[config.mk]
export PLATFORM = sky130hd
export DESIGN_NAME = rect_renderer_flat
export DESIGN_NICKNAME = d
export VERILOG_FILES = /design/src/rtl/vga_pkg.sv /design/src/rtl/rect_renderer_if.sv /design/src/rtl/rect_renderer_btn_debounce.sv /design/src/rtl/rect_renderer.sv /design/src/flat_wrapper.sv
export SDC_FILE = /design/constraint.sdc
export NUM_CORES = 1
export LEC_CHECK = 0
export ABC_AREA = 1
export CAP_MARGIN = 20
export CORE_MARGIN = 3
export CORE_UTILIZATION = 38
export DETAILED_ROUTE_END_ITERATION = 7
export PLACE_DENSITY = 0.63
export SYNTH_ARGS = -nofsm -noshare
export SYNTH_HDL_FRONTEND = slang
export SYNTH_SLANG_ARGS = --single-unit
[constraint.sdc]
create_clock -name clk -period 3 [get_ports clk]
set_clock_uncertainty 0.05 [all_clocks]
set_input_delay 0.75 -clock clk [delete_from_list [all_inputs] [get_ports clk]]
set_output_delay 0.75 -clock clk [all_outputs]
set_load 0.03 [all_outputs]
[src/rtl/vga_pkg.sv]
// Shared VGA definitions: active-area geometry, the 12-bit colour type, debounce states and
// small arithmetic helpers used by the renderer and the timing stage.
package vga_pkg;

    localparam int H_ACTIVE = 1440;
    localparam int V_ACTIVE = 900;
    localparam int X_W      = 11;
    localparam int Y_W      = 10;

    typedef struct packed {
        logic [3:0] b;
        logic [3:0] g;
        logic [3:0] r;
    } rgb12_t;

    // Bit 1 of the encoding is the accepted button level.
    typedef enum logic [1:0] {
        DEB_IDLE0 = 2'b00,
        DEB_WAIT1 = 2'b01,
        DEB_IDLE1 = 2'b10,
        DEB_WAIT0 = 2'b11
    } deb_state_e;

    function automatic logic signed [12:0] clamp(input logic signed [12:0] v,
                                                 input logic signed [12:0] lo,
                                                 input logic signed [12:0] hi);
        if (v < lo) begin
            return lo;
        end else if (v > hi) begin
            return hi;
        end else begin
            return v;
        end
    endfunction

    // Signed step for one axis; opposite buttons held together cancel.
    function automatic logic signed [12:0] axis_step(input logic neg,
                                                     input logic pos,
                                                     input logic signed [12:0] step);
        if (pos && !neg) begin
            return step;
        end else if (neg && !pos) begin
            return -step;
        end else begin
            return 13'sd0;
        end
    endfunction

endpackage

[src/rtl/rect_renderer_if.sv]
// Pixel bus between the VGA timing stage (master) and the rectangle renderer (slave).
interface rect_renderer_if;
    import vga_pkg::*;

    logic [X_W-1:0] pix_x;
    logic [Y_W-1:0] pix_y;
    logic           pix_valid;
    logic           frame_tick;
    rgb12_t         fg_colour;
    rgb12_t         rgb;
    logic           rgb_valid;

    modport master (
        output pix_x, pix_y, pix_valid, frame_tick, fg_colour,
        input  rgb, rgb_valid
    );

    modport slave (
        input  pix_x, pix_y, pix_valid, frame_tick, fg_colour,
        output rgb, rgb_valid
    );

endinterface

[src/rtl/rect_renderer_btn_debounce.sv]
// btn_debounce: 2-flop synchroniser followed by a four-state debounce FSM; the accepted level
// changes only after the synchronised input has been stable for DEB_CYCLES clocks.
module btn_debounce
    import vga_pkg::*;
#(
    parameter int DEB_CYCLES = 1_000_000
) (
    input  logic clk,
    input  logic rst_n,
    input  logic btn_i,
    output logic level_o
);

    localparam int CNT_W = (DEB_CYCLES > 1) ? $clog2(DEB_CYCLES) : 1;
    localparam logic [CNT_W-1:0] CNT_LAST = CNT_W'(DEB_CYCLES - 1);

    logic [1:0]       sync_q;
    deb_state_e       state_q;
    deb_state_e       state_d;
    logic [CNT_W-1:0] cnt_q;
    logic [CNT_W-1:0] cnt_d;

    // Synchroniser, state and counter registers
    always_ff @(posedge clk or negedge rst_n) begin
        if (!rst_n) begin
            sync_q  <= 2'b00;
            state_q <= DEB_IDLE0;
            cnt_q   <= '0;
        end else begin
            sync_q  <= {sync_q[0], btn_i};
            state_q <= state_d;
            cnt_q   <= cnt_d;
        end
    end

    // Debounce next-state and counter logic
    always_comb begin
        state_d = state_q;
        cnt_d   = '0;
        case (state_q)
            DEB_IDLE0: begin
                if (sync_q[1]) begin
                    state_d = DEB_WAIT1;
                end else begin
                    state_d = DEB_IDLE0;
                end
            end
            DEB_WAIT1: begin
                if (!sync_q[1]) begin
                    state_d = DEB_IDLE0;
                end else if (cnt_q == CNT_LAST) begin
                    state_d = DEB_IDLE1;
                end else begin
                    cnt_d = cnt_q + {{(CNT_W-1){1'b0}}, 1'b1};
                end
            end
            DEB_IDLE1: begin
                if (!sync_q[1]) begin
                    state_d = DEB_WAIT0;
                end else begin
                    state_d = DEB_IDLE1;
                end
            end
            DEB_WAIT0: begin
                if (sync_q[1]) begin
                    state_d = DEB_IDLE1;
                end else if (cnt_q == CNT_LAST) begin
                    state_d = DEB_IDLE0;
                end else begin
                    cnt_d = cnt_q + {{(CNT_W-1){1'b0}}, 1'b1};
                end
            end
            default: begin
                state_d = DEB_IDLE0;
            end
        endcase
    end

    assign level_o = state_q[1];

endmodule

[src/rtl/rect_renderer.sv]
// rect_renderer: movable rectangle over a fixed background, 1-clk colour pipeline, position
// updated once per frame. Define RECT_AUTO_BOUNCE_EN to add the auto_en bouncing mode.
module rect_renderer
    import vga_pkg::*;
#(
    parameter int     RECT_W     = 64,
    parameter int     RECT_H     = 48,
    parameter int     STEP       = 4,
    parameter rgb12_t BG_COLOUR  = 12'h000,
    parameter int     DEB_CYCLES = 1_000_000
) (
    input  logic           clk,
    input  logic           rst_n,
    rect_renderer_if.slave bus,
    input  logic           btn_up,
    input  logic           btn_down,
    input  logic           btn_left,
    input  logic           btn_right
`ifdef RECT_AUTO_BOUNCE_EN
    ,
    input  logic           auto_en
`endif
);

    localparam logic signed [12:0] STEP_S  = 13'(STEP);
    localparam logic signed [12:0] X_MAX_S = 13'(H_ACTIVE - RECT_W);
    localparam logic signed [12:0] Y_MAX_S = 13'(V_ACTIVE - RECT_H);
    localparam logic [11:0]        X_RST   = 12'((H_ACTIVE - RECT_W) / 2);
    localparam logic [10:0]        Y_RST   = 11'((V_ACTIVE - RECT_H) / 2);

    logic up_s;
    logic down_s;
    logic left_s;
    logic right_s;

    btn_debounce #(.DEB_CYCLES(DEB_CYCLES)) u_deb_up    (.clk(clk), .rst_n(rst_n), .btn_i(btn_up),    .level_o(up_s));
    btn_debounce #(.DEB_CYCLES(DEB_CYCLES)) u_deb_down  (.clk(clk), .rst_n(rst_n), .btn_i(btn_down),  .level_o(down_s));
    btn_debounce #(.DEB_CYCLES(DEB_CYCLES)) u_deb_left  (.clk(clk), .rst_n(rst_n), .btn_i(btn_left),  .level_o(left_s));
    btn_debounce #(.DEB_CYCLES(DEB_CYCLES)) u_deb_right (.clk(clk), .rst_n(rst_n), .btn_i(btn_right), .level_o(right_s));

    logic [11:0]        rect_x_q;
    logic [11:0]        rect_x_d;
    logic [10:0]        rect_y_q;
    logic [10:0]        rect_y_d;
    logic signed [12:0] step_x_s;
    logic signed [12:0] step_y_s;
    logic signed [12:0] cand_x_s;
    logic signed [12:0] cand_y_s;
    rgb12_t             rgb_q;
    rgb12_t             rgb_d;
    logic               rgb_valid_q;
    logic               inside_s;

`ifdef RECT_AUTO_BOUNCE_EN
    logic dir_x_q;   // 1 = moving towards smaller x
    logic dir_x_d;
    logic dir_y_q;
    logic dir_y_d;

    // Bounce direction registers, reset to +1 on both axes
    always_ff @(posedge clk or negedge rst_n) begin
        if (!rst_n) begin
            dir_x_q <= 1'b0;
            dir_y_q <= 1'b0;
        end else begin
            dir_x_q <= dir_x_d;
            dir_y_q <= dir_y_d;
        end
    end
`endif

    // Per-frame step, candidate position and (in bounce mode) edge-hit direction flips
    always_comb begin
        step_x_s = axis_step(left_s, right_s, STEP_S);
        step_y_s = axis_step(up_s, down_s, STEP_S);
`ifdef RECT_AUTO_BOUNCE_EN
        dir_x_d = dir_x_q;
        dir_y_d = dir_y_q;
        if (auto_en) begin
            step_x_s = dir_x_q ? -STEP_S : STEP_S;
            step_y_s = dir_y_q ? -STEP_S : STEP_S;
        end else begin
            step_x_s = axis_step(left_s, right_s, STEP_S);
            step_y_s = axis_step(up_s, down_s, STEP_S);
        end
`endif
        cand_x_s = $signed({1'b0, rect_x_q}) + step_x_s;
        cand_y_s = $signed({2'b00, rect_y_q}) + step_y_s;
`ifdef RECT_AUTO_BOUNCE_EN
        // Touching an edge counts as a hit, so the rectangle never sits past it.
        if (bus.frame_tick && auto_en) begin
            if (cand_x_s <= 13'sd0) begin
                dir_x_d = 1'b0;
            end else if (cand_x_s >= X_MAX_S) begin
                dir_x_d = 1'b1;
            end else begin
                dir_x_d = dir_x_q;
            end
            if (cand_y_s <= 13'sd0) begin
                dir_y_d = 1'b0;
            end else if (cand_y_s >= Y_MAX_S) begin
                dir_y_d = 1'b1;
            end else begin
                dir_y_d = dir_y_q;
            end
        end else begin
            dir_x_d = dir_x_q;
            dir_y_d = dir_y_q;
        end
`endif
        if (bus.frame_tick) begin
            rect_x_d = 12'(clamp(cand_x_s, 13'sd0, X_MAX_S));
            rect_y_d = 11'(clamp(cand_y_s, 13'sd0, Y_MAX_S));
        end else begin
            rect_x_d = rect_x_q;
            rect_y_d = rect_y_q;
        end
    end

    // Position registers, centred at reset
    always_ff @(posedge clk or negedge rst_n) begin
        if (!rst_n) begin
            rect_x_q <= X_RST;
            rect_y_q <= Y_RST;
        end else begin
            rect_x_q <= rect_x_d;
            rect_y_q <= rect_y_d;
        end
    end

    // Colour selection for the current pixel
    always_comb begin
        inside_s = ({1'b0, bus.pix_x} >= rect_x_q) &&
                   ({1'b0, bus.pix_x} < (rect_x_q + 12'(RECT_W))) &&
                   ({1'b0, bus.pix_y} >= rect_y_q) &&
                   ({1'b0, bus.pix_y} < (rect_y_q + 11'(RECT_H)));
        if (!bus.pix_valid) begin
            rgb_d = 12'h000;
        end else if (inside_s) begin
            rgb_d = bus.fg_colour;
        end else begin
            rgb_d = BG_COLOUR;
        end
    end

    // One-stage colour pipeline
    always_ff @(posedge clk or negedge rst_n) begin
        if (!rst_n) begin
            rgb_q       <= 12'h000;
            rgb_valid_q <= 1'b0;
        end else begin
            rgb_q       <= rgb_d;
            rgb_valid_q <= bus.pix_valid;
        end
    end

    assign bus.rgb       = rgb_q;
    assign bus.rgb_valid = rgb_valid_q;

endmodule

[src/flat_wrapper.sv]
// flat-port wrapper written by rule: the top's interface ports become plain ports
module rect_renderer_flat import vga_pkg::*;
#(
    parameter int     RECT_W     = 64,
    parameter int     RECT_H     = 48,
    parameter int     STEP       = 4,
    parameter rgb12_t BG_COLOUR  = 12'h000,
    parameter int     DEB_CYCLES = 1_000_000
)
  (clk, rst_n, btn_up, btn_down, btn_left, btn_right, bus_pix_x, bus_pix_y, bus_pix_valid, bus_frame_tick, bus_fg_colour, bus_rgb, bus_rgb_valid);
  rect_renderer_if bus_i ();
  input  logic clk;
  input  logic rst_n;
  input  logic btn_up;
  input  logic btn_down;
  input  logic btn_left;
  input  logic btn_right;
  input wire logic [$bits(bus_i.pix_x)-1:0] bus_pix_x;
  input wire logic [$bits(bus_i.pix_y)-1:0] bus_pix_y;
  input wire logic [$bits(bus_i.pix_valid)-1:0] bus_pix_valid;
  input wire logic [$bits(bus_i.frame_tick)-1:0] bus_frame_tick;
  input wire logic [$bits(bus_i.fg_colour)-1:0] bus_fg_colour;
  output wire logic [$bits(bus_i.rgb)-1:0] bus_rgb;
  output wire logic [$bits(bus_i.rgb_valid)-1:0] bus_rgb_valid;
  assign bus_i.pix_x = bus_pix_x;
  assign bus_i.pix_y = bus_pix_y;
  assign bus_i.pix_valid = bus_pix_valid;
  assign bus_i.frame_tick = bus_frame_tick;
  assign bus_i.fg_colour = bus_fg_colour;
  assign bus_rgb = bus_i.rgb;
  assign bus_rgb_valid = bus_i.rgb_valid;
  rect_renderer #(.RECT_W(RECT_W), .RECT_H(RECT_H), .STEP(STEP), .BG_COLOUR(BG_COLOUR), .DEB_CYCLES(DEB_CYCLES)) u_core (.clk(clk), .rst_n(rst_n), .bus(bus_i), .btn_up(btn_up), .btn_down(btn_down), .btn_left(btn_left), .btn_right(btn_right));
endmodule
==> summary.md, run 1 <==
| Metric | Value |
|---|---|
| Post-cts hold buffer count | `0` |
| Clk pwr share | `0.454` |
| Power per cell area | `495 nW/um^2` |
| RSZ-0062 raised after global routing | `no` |
| Sink Count | `between 100 and 150` |
| Routed Antenna Nets | `0` |
| Comb power frac | `0.139` |
| P_int | `approximately 3.4 mW` |
| Worst path arrival time | `3.03 ns` |
| Layout Area Growth over Synthesis | `18.6%` |
| Async SR Flop Fraction | `1.00` |
| First-pass GRT wire length | `~28000 microns` |
| Final setup fails | `0` |
| Standard-cell rows | `52` |
| Htree depth | `4` |
| Final slew viol count | `0` |
| Fin nets | `around 1200` |
| Routed vias/inst | `4.74` |
| Status | `finished clean` |
| DIE AREA | `22500 sq um` |
| Layout cells sized above 1 | `0.0972` |
| Worst skew pair latency | `0.42 ns` |
| Post-synth EDFFs | `0` |
| First-pass iteration count of the detailed router | `4` |
| Yosys Warn Count | `0` |
| Final Hold Viols | `0` |
| Seq/Total Area, Yosys | `0.412` |
| Syn_area_per_cell | `7.88 sq um` |
| Iteration-0 DRC Markers | `approximately 380` |
| Num CTS Buffers | `17` |
| CP Capture Type | `flop` |
| I/O Buffers | `50` |
| Fin cells | `1350` |
| Detailed-route DRC error count | `0` |
| Final GP Congestion | `approximately 0.88` |
| DPL Wire Length | `between 10000 and 15000 microns` |
| Startpoint types | `flop` |
| CTS tree | `yes` |
| Top area cells in the synthesized netlist | `dfrtp_1 38%, nand2_1 9.3%, inv_1 7.1%, ha_1 6.8%, nor2_1 5.3%` |
| Die X | `150 microns` |
| Cell at the root of the clock tree | `clkbuf_16` |
| Measured slew at the worst slew-check pin | `0.524 ns` |
| Net Count, Synth | `1084` |
| Synth top area share | `0.382` |
| Total track usage | `0.155` |
| Switch Pwr | `1.20 mW` |
| Largest net degree at the start of global routing | `52` |
| Post-CTS Setup Inserts | `0` |
| WS Path Type | `reg2reg` |
| Most common cell after layout, fill and taps aside | `nand2_1` |
| Worst-path fanout max | `5` |
| Cts repair resizes | `0` |
| Flop pwr share | `0.408` |
| Top Ports | `54` |
| Slew HR | `0.648` |
| Flops & latches, synth | `between 100 and 150` |
| GRT overflow | `0` |
| Via count | `~6400` |
| Dpl cell area | `8730 sq um` |
| Clk slew on worst S/H paths | `around 0.060 ns` |
| Synth Cell Area | `7870 sq um` |
| Overall Power | `4.62 mW` |
| Post-layout util | `0.460` |
| WL/cell | `12.1 microns` |
| Initial antenna violation count | `0` |
| # placed instances | `approximately 1300` |
| Post-Route WL | `16400 microns` |
| VDD IR max | `397 uV` |
| Max-cap violation count | `0` |
| Fin area | `roughly 9300 sq um` |
| Lkg Pwr | `~4.3 nW` |
| Sw frac | `0.260` |
| Main synth FF type | `dfrtp_1` |
| Most frequent cells in the layout | `196 x nand2_1, 148 x inv_1, 120 x dfrtp_1` |
| Cell taking the most area after synthesis | `dfrtp_1` |
| Clock tree buffer depth | `2` |
| TNS Setup | `0 ns` |
| HP Class | `in2async` |
| Diodes inserted | `0` |
| Initial Util | `0.388` |
| Number of global-route vias before repair | `6140` |
| Fin crit period | `around 2.7 ns` |
| Cell count after synthesis | `999` |
| F_max | `365 MHz` |
| Floorplan core area | `20300 sq um` |
| Die Y | `150 microns` |
| Req. time, crit path | `3.29 ns` |
| Period Utilization, post-route | `0.912` |
| Synth cell types | `53` |
## synthesized netlist by cell type (2+ instances only)
cell type  count
a211oi_1       3
a21oi_1       60
buf_4          3
buf_6          2
clkbuf_1       5
dfrtp_1      120
dfstp_2        9
ha_1          43
inv_1        148
inv_2          4
mux2_2         3
nand2_1      196
nand2_2        9
nand2_4        2
nand3_1       47
nand3_2        5
nand3b_1       3
nand4_1       21
nor2_1       112
nor2_2        14
nor2_4         2
nor3_1        40
nor3_2         2
nor3b_1        3
nor4_1        12
o21a_1         3
o21ai_0       49
o21ai_1       11
o21ai_2        2
o21bai_1       2
o22ai_1        2
xnor2_1       16
xor2_1        21
xor2_2         6
## flip-flops by register name, summed over array words and instances, names as in the netlist, 10 cells and up
name,count
u_core.bus.rgb,12
u_core.rect_x_q,10
u_core.rect_y_q,10
u_core.u_deb_down.cnt_q,20
u_core.u_deb_left.cnt_q,20
u_core.u_deb_right.cnt_q,20
u_core.u_deb_up.cnt_q,20
## layer usage
metal | vias up | global-route usage | wire (microns)
met4 | 0 | 0.0393 | 148
met3 | 9 | 0.0324 | 432
met1 | 2934 | 0.213 | 8210
met2 | 74 | 0.250 | 7600
met5 | - | 0 | 0
li1 | 3377 | - | -
## worst max-delay path, cell delays in order (launching register included)
cell and delay, ns:
dfrtp_1 0.37, inv_1 0.07, ha_1 0.27, inv_1 0.04
ha_1 0.19, fa_1 0.46, or2_2 0.30, a21oi_1 0.14
nor2_1 0.07, nand3_1 0.07, nand2_1 0.06, nand2_1 0.05
nand2_1 0.05, nand2_1 0.07, nand2_2 0.08, nor2_4 0.15
nand2_1 0.08, o21ai_1 0.09
## cell type report
class / count / area [sq um]
sequential: 129 / 3240
clock buffer: 22 / 464
tap: 270 / 338
fill: 2000 / 11000
timing repair buffer: 62 / 617
multi-input combinational: 704 / 3960
clock inverter: 10 / 136
inverter: 153 / 574
## logic make-up after synthesis
group                    count (synthesis)  share of synthesized area
multiplexers                             4                    0.00557
buffers and inverters                  166                     0.0849
XOR/XNOR                                44                     0.0571
AND/OR/NAND/NOR                        471                      0.272
flip-flops                             129                      0.412
AO/OA/AOI/OAI                          141                     0.0981
adder cells (fa/ha/maj)                 44                     0.0709
## final timing paths
kind,start,to,slack [ns],cells past startpoint
max in group asynchronous,rst_n,u_core.rect_x_q[9],2.01,2
setup / recovery,u_core.u_deb_right.state_q[1],u_core.rect_x_q[9],0.26,17
hold reg to reg,u_core.u_deb_up.sync_q[0],u_core.u_deb_up.sync_q[1],0.30,0
hold / removal,rst_n,u_core.u_deb_down.cnt_q[17],0.22,1
min in group clk,u_core.u_deb_up.sync_q[0],u_core.u_deb_up.sync_q[1],0.30,0
setup reg to reg,u_core.u_deb_right.state_q[1],u_core.rect_x_q[9],0.26,17
## metrics by stage
stage,hold slack (ns),setup WS (ns)
2_1_floorplan,0.281,0.541
3_3_place_gp,0.287,0.0823
3_5_place_dp,0.291,0.115
4_1_cts,0.240,0.241
5_1_grt,0.247,0.0622
6_report,0.222,0.263
## power by group through the flow
stage	clock [mW]	combinational, mW	sequential (mW)
floorplan	0	0.441	1.89
global placement	0	0.637	1.91
detailed placement	0	0.646	1.91
CTS	2.15	0.651	1.88
global route	2.23	0.739	1.89
finish	2.10	0.640	1.88
Note: power is estimated with default switching activity, not from simulation.
==> run 2: changes to the inputs <==
--- a/config.mk
+++ b/config.mk
@@ -7,7 +7,7 @@
 export LEC_CHECK = 0
 export ABC_AREA = 1
 export CAP_MARGIN = 20
-export CORE_MARGIN = 3
+export CORE_MARGIN = 1
 export CORE_UTILIZATION = 38
 export DETAILED_ROUTE_END_ITERATION = 7
 export PLACE_DENSITY = 0.63
==> summary.md, run 2 (synthesis results as in run 1) <==
| Metric | Value |
|---|---|
| CTS tree | `yes` |
| Detailed-route DRC error count | `0` |
| Status | `finished clean` |
| Standard-cell rows | `52` |
| CP Capture Type | `flop` |
| Period Utilization, post-route | `0.904` |
| Max-cap violation count | `0` |
| Layout cells sized above 1 | `0.0975` |
| Fin crit period | `2.71 ns` |
| Overall Power | `4.37 mW` |
| Most common cell after layout, fill and taps aside | `nand2_1` |
| Initial antenna violation count | `0` |
| Largest net degree at the start of global routing | `59` |
| WL/cell | `roughly 12 microns` |
| Post-layout util | `0.455` |
| Worst-path fanout max | `5` |
| Sink Count | `roughly 130` |
| Most frequent cells in the layout | `196 x nand2_1, 148 x inv_1, 120 x dfrtp_1` |
| Worst path arrival time | `roughly 3.0 ns` |
| Routed vias/inst | `4.78` |
| Die X | `146 microns` |
| Post-cts hold buffer count | `0` |
| Worst skew pair latency | `~0.42 ns` |
| First-pass GRT wire length | `28600 microns` |
| Initial Util | `0.388` |
| I/O Buffers | `50` |
| Htree depth | `4` |
| Fin nets | `1149` |
| WS Path Type | `reg2reg` |
| HP Class | `in2async` |
| Startpoint types | `flop` |
| Slew HR | `0.642` |
| Floorplan core area | `20300 sq um` |
| First-pass iteration count of the detailed router | `5` |
| Cts repair resizes | `0` |
| Lkg Pwr | `roughly 4.2 nW` |
| VDD IR max | `406 uV` |
| Routed Antenna Nets | `0` |
| Top Ports | `54` |
| Number of global-route vias before repair | `6251` |
| Num CTS Buffers | `17` |
| Die Y | `146 microns` |
| Final Hold Viols | `0` |
| Req. time, crit path | `3.29 ns` |
| Cell at the root of the clock tree | `clkbuf_16` |
| DPL Wire Length | `~12000 microns` |
| DIE AREA | `21300 sq um` |
| Clk slew on worst S/H paths | `approximately 0.060 ns` |
| Iteration-0 DRC Markers | `435` |
| Final slew viol count | `0` |
| Final GP Congestion | `0.855` |
| Power per cell area | `473 nW/um^2` |
| GRT overflow | `0` |
| Measured slew at the worst slew-check pin | `0.532 ns` |
| RSZ-0062 raised after global routing | `no` |
| Final setup fails | `0` |
| Post-CTS Setup Inserts | `0` |
| Diodes inserted | `0` |
| F_max | `369 MHz` |
| Via count | `6445` |
| Clock tree buffer depth | `2` |
| Post-Route WL | `16200 microns` |
| Total track usage | `0.164` |
| TNS Setup | `0 ns` |
| Layout Area Growth over Synthesis | `17.4%` |
-- run 2: cell types whose count changed in the layout (fill, tap and decap cells not counted) --
cell        delta
clkinv_2       +3
inv_6          +1
bufinv_16      -3
clkbuf_8       -1
clkbuf_1       -3
buf_4          -3
clkinvlp_4     +3
-- run 2: worst max-delay path: stages, from the launching register on --
cell     delay, ns
dfrtp_1       0.38
inv_1         0.08
ha_1          0.28
inv_1         0.04
ha_1          0.19
fa_1          0.45
or2_2         0.30
a21oi_1       0.13
nor2_1        0.07
nand3_1       0.07
nand2_1       0.05
nand2_1       0.05
nand2_1       0.04
nand2_1       0.07
nand2_2       0.08
nor2_4        0.15
nand2_1       0.07
o21ai_1       0.09
-- run 2: metal layers --
metal / wire length, microns / track usage
met5: 0 / 0
met1: 7890 / 0.221
met3: 581 / 0.0317
met4: 201 / 0.0516
met2: 7510 / 0.267
-- run 2: path summary, 6_finish.rpt --
| check | cells past startpoint | end | startpoint | slack [ns] |
|---|---|---|---|---|
| worst max-delay path | 17 | u_core.rect_x_q[9] | u_core.u_deb_right.state_q[1] | 0.29 |
| worst min register to register | 0 | u_core.u_deb_up.sync_q[1] | u_core.u_deb_up.sync_q[0] | 0.30 |
| worst max register to register | 17 | u_core.rect_x_q[9] | u_core.u_deb_right.state_q[1] | 0.29 |
| worst min-delay path | 1 | u_core.u_deb_down.cnt_q[14] | rst_n | 0.20 |
| max in group asynchronous | 2 | u_core.rect_x_q[4] | rst_n | 1.94 |
| min in group clk | 0 | u_core.u_deb_up.sync_q[1] | u_core.u_deb_up.sync_q[0] | 0.30 |
-- run 2: layout make-up --
cell class,count,area [sq um]
Timing Repair Buffer,59,594
Fill cell,2020,11100
Clock inverter,14,92.6
Inverter,153,574
Multi-Input combinational cell,704,3960
Sequential cell,129,3240
Tap cell,270,338
Clock buffer,18,439
-- run 2: through the flow --
step | setup slack, ns | cell area [sq um] | cells | hold slack, ns
after floorplan | 0.541 | 7870 | 999 | 0.281
after global placement | 0.0739 | 8710 | 1315 | 0.292
after detailed placement | 0.0850 | 8710 | 1315 | 0.290
after CTS | 0.285 | 9240 | 1347 | 0.209
after global routing | 0.0559 | 9240 | 1347 | 0.232
final | 0.287 | 9240 | 1347 | 0.203
-- run 2: power breakdown --
group	switching, mW	leakage [nW]	internal (mW)
Sequential	0.0754	1.73	1.81
Combinational	0.378	2.23	0.262
Clock	0.781	0.250	1.07
Total	1.23	4.21	3.14
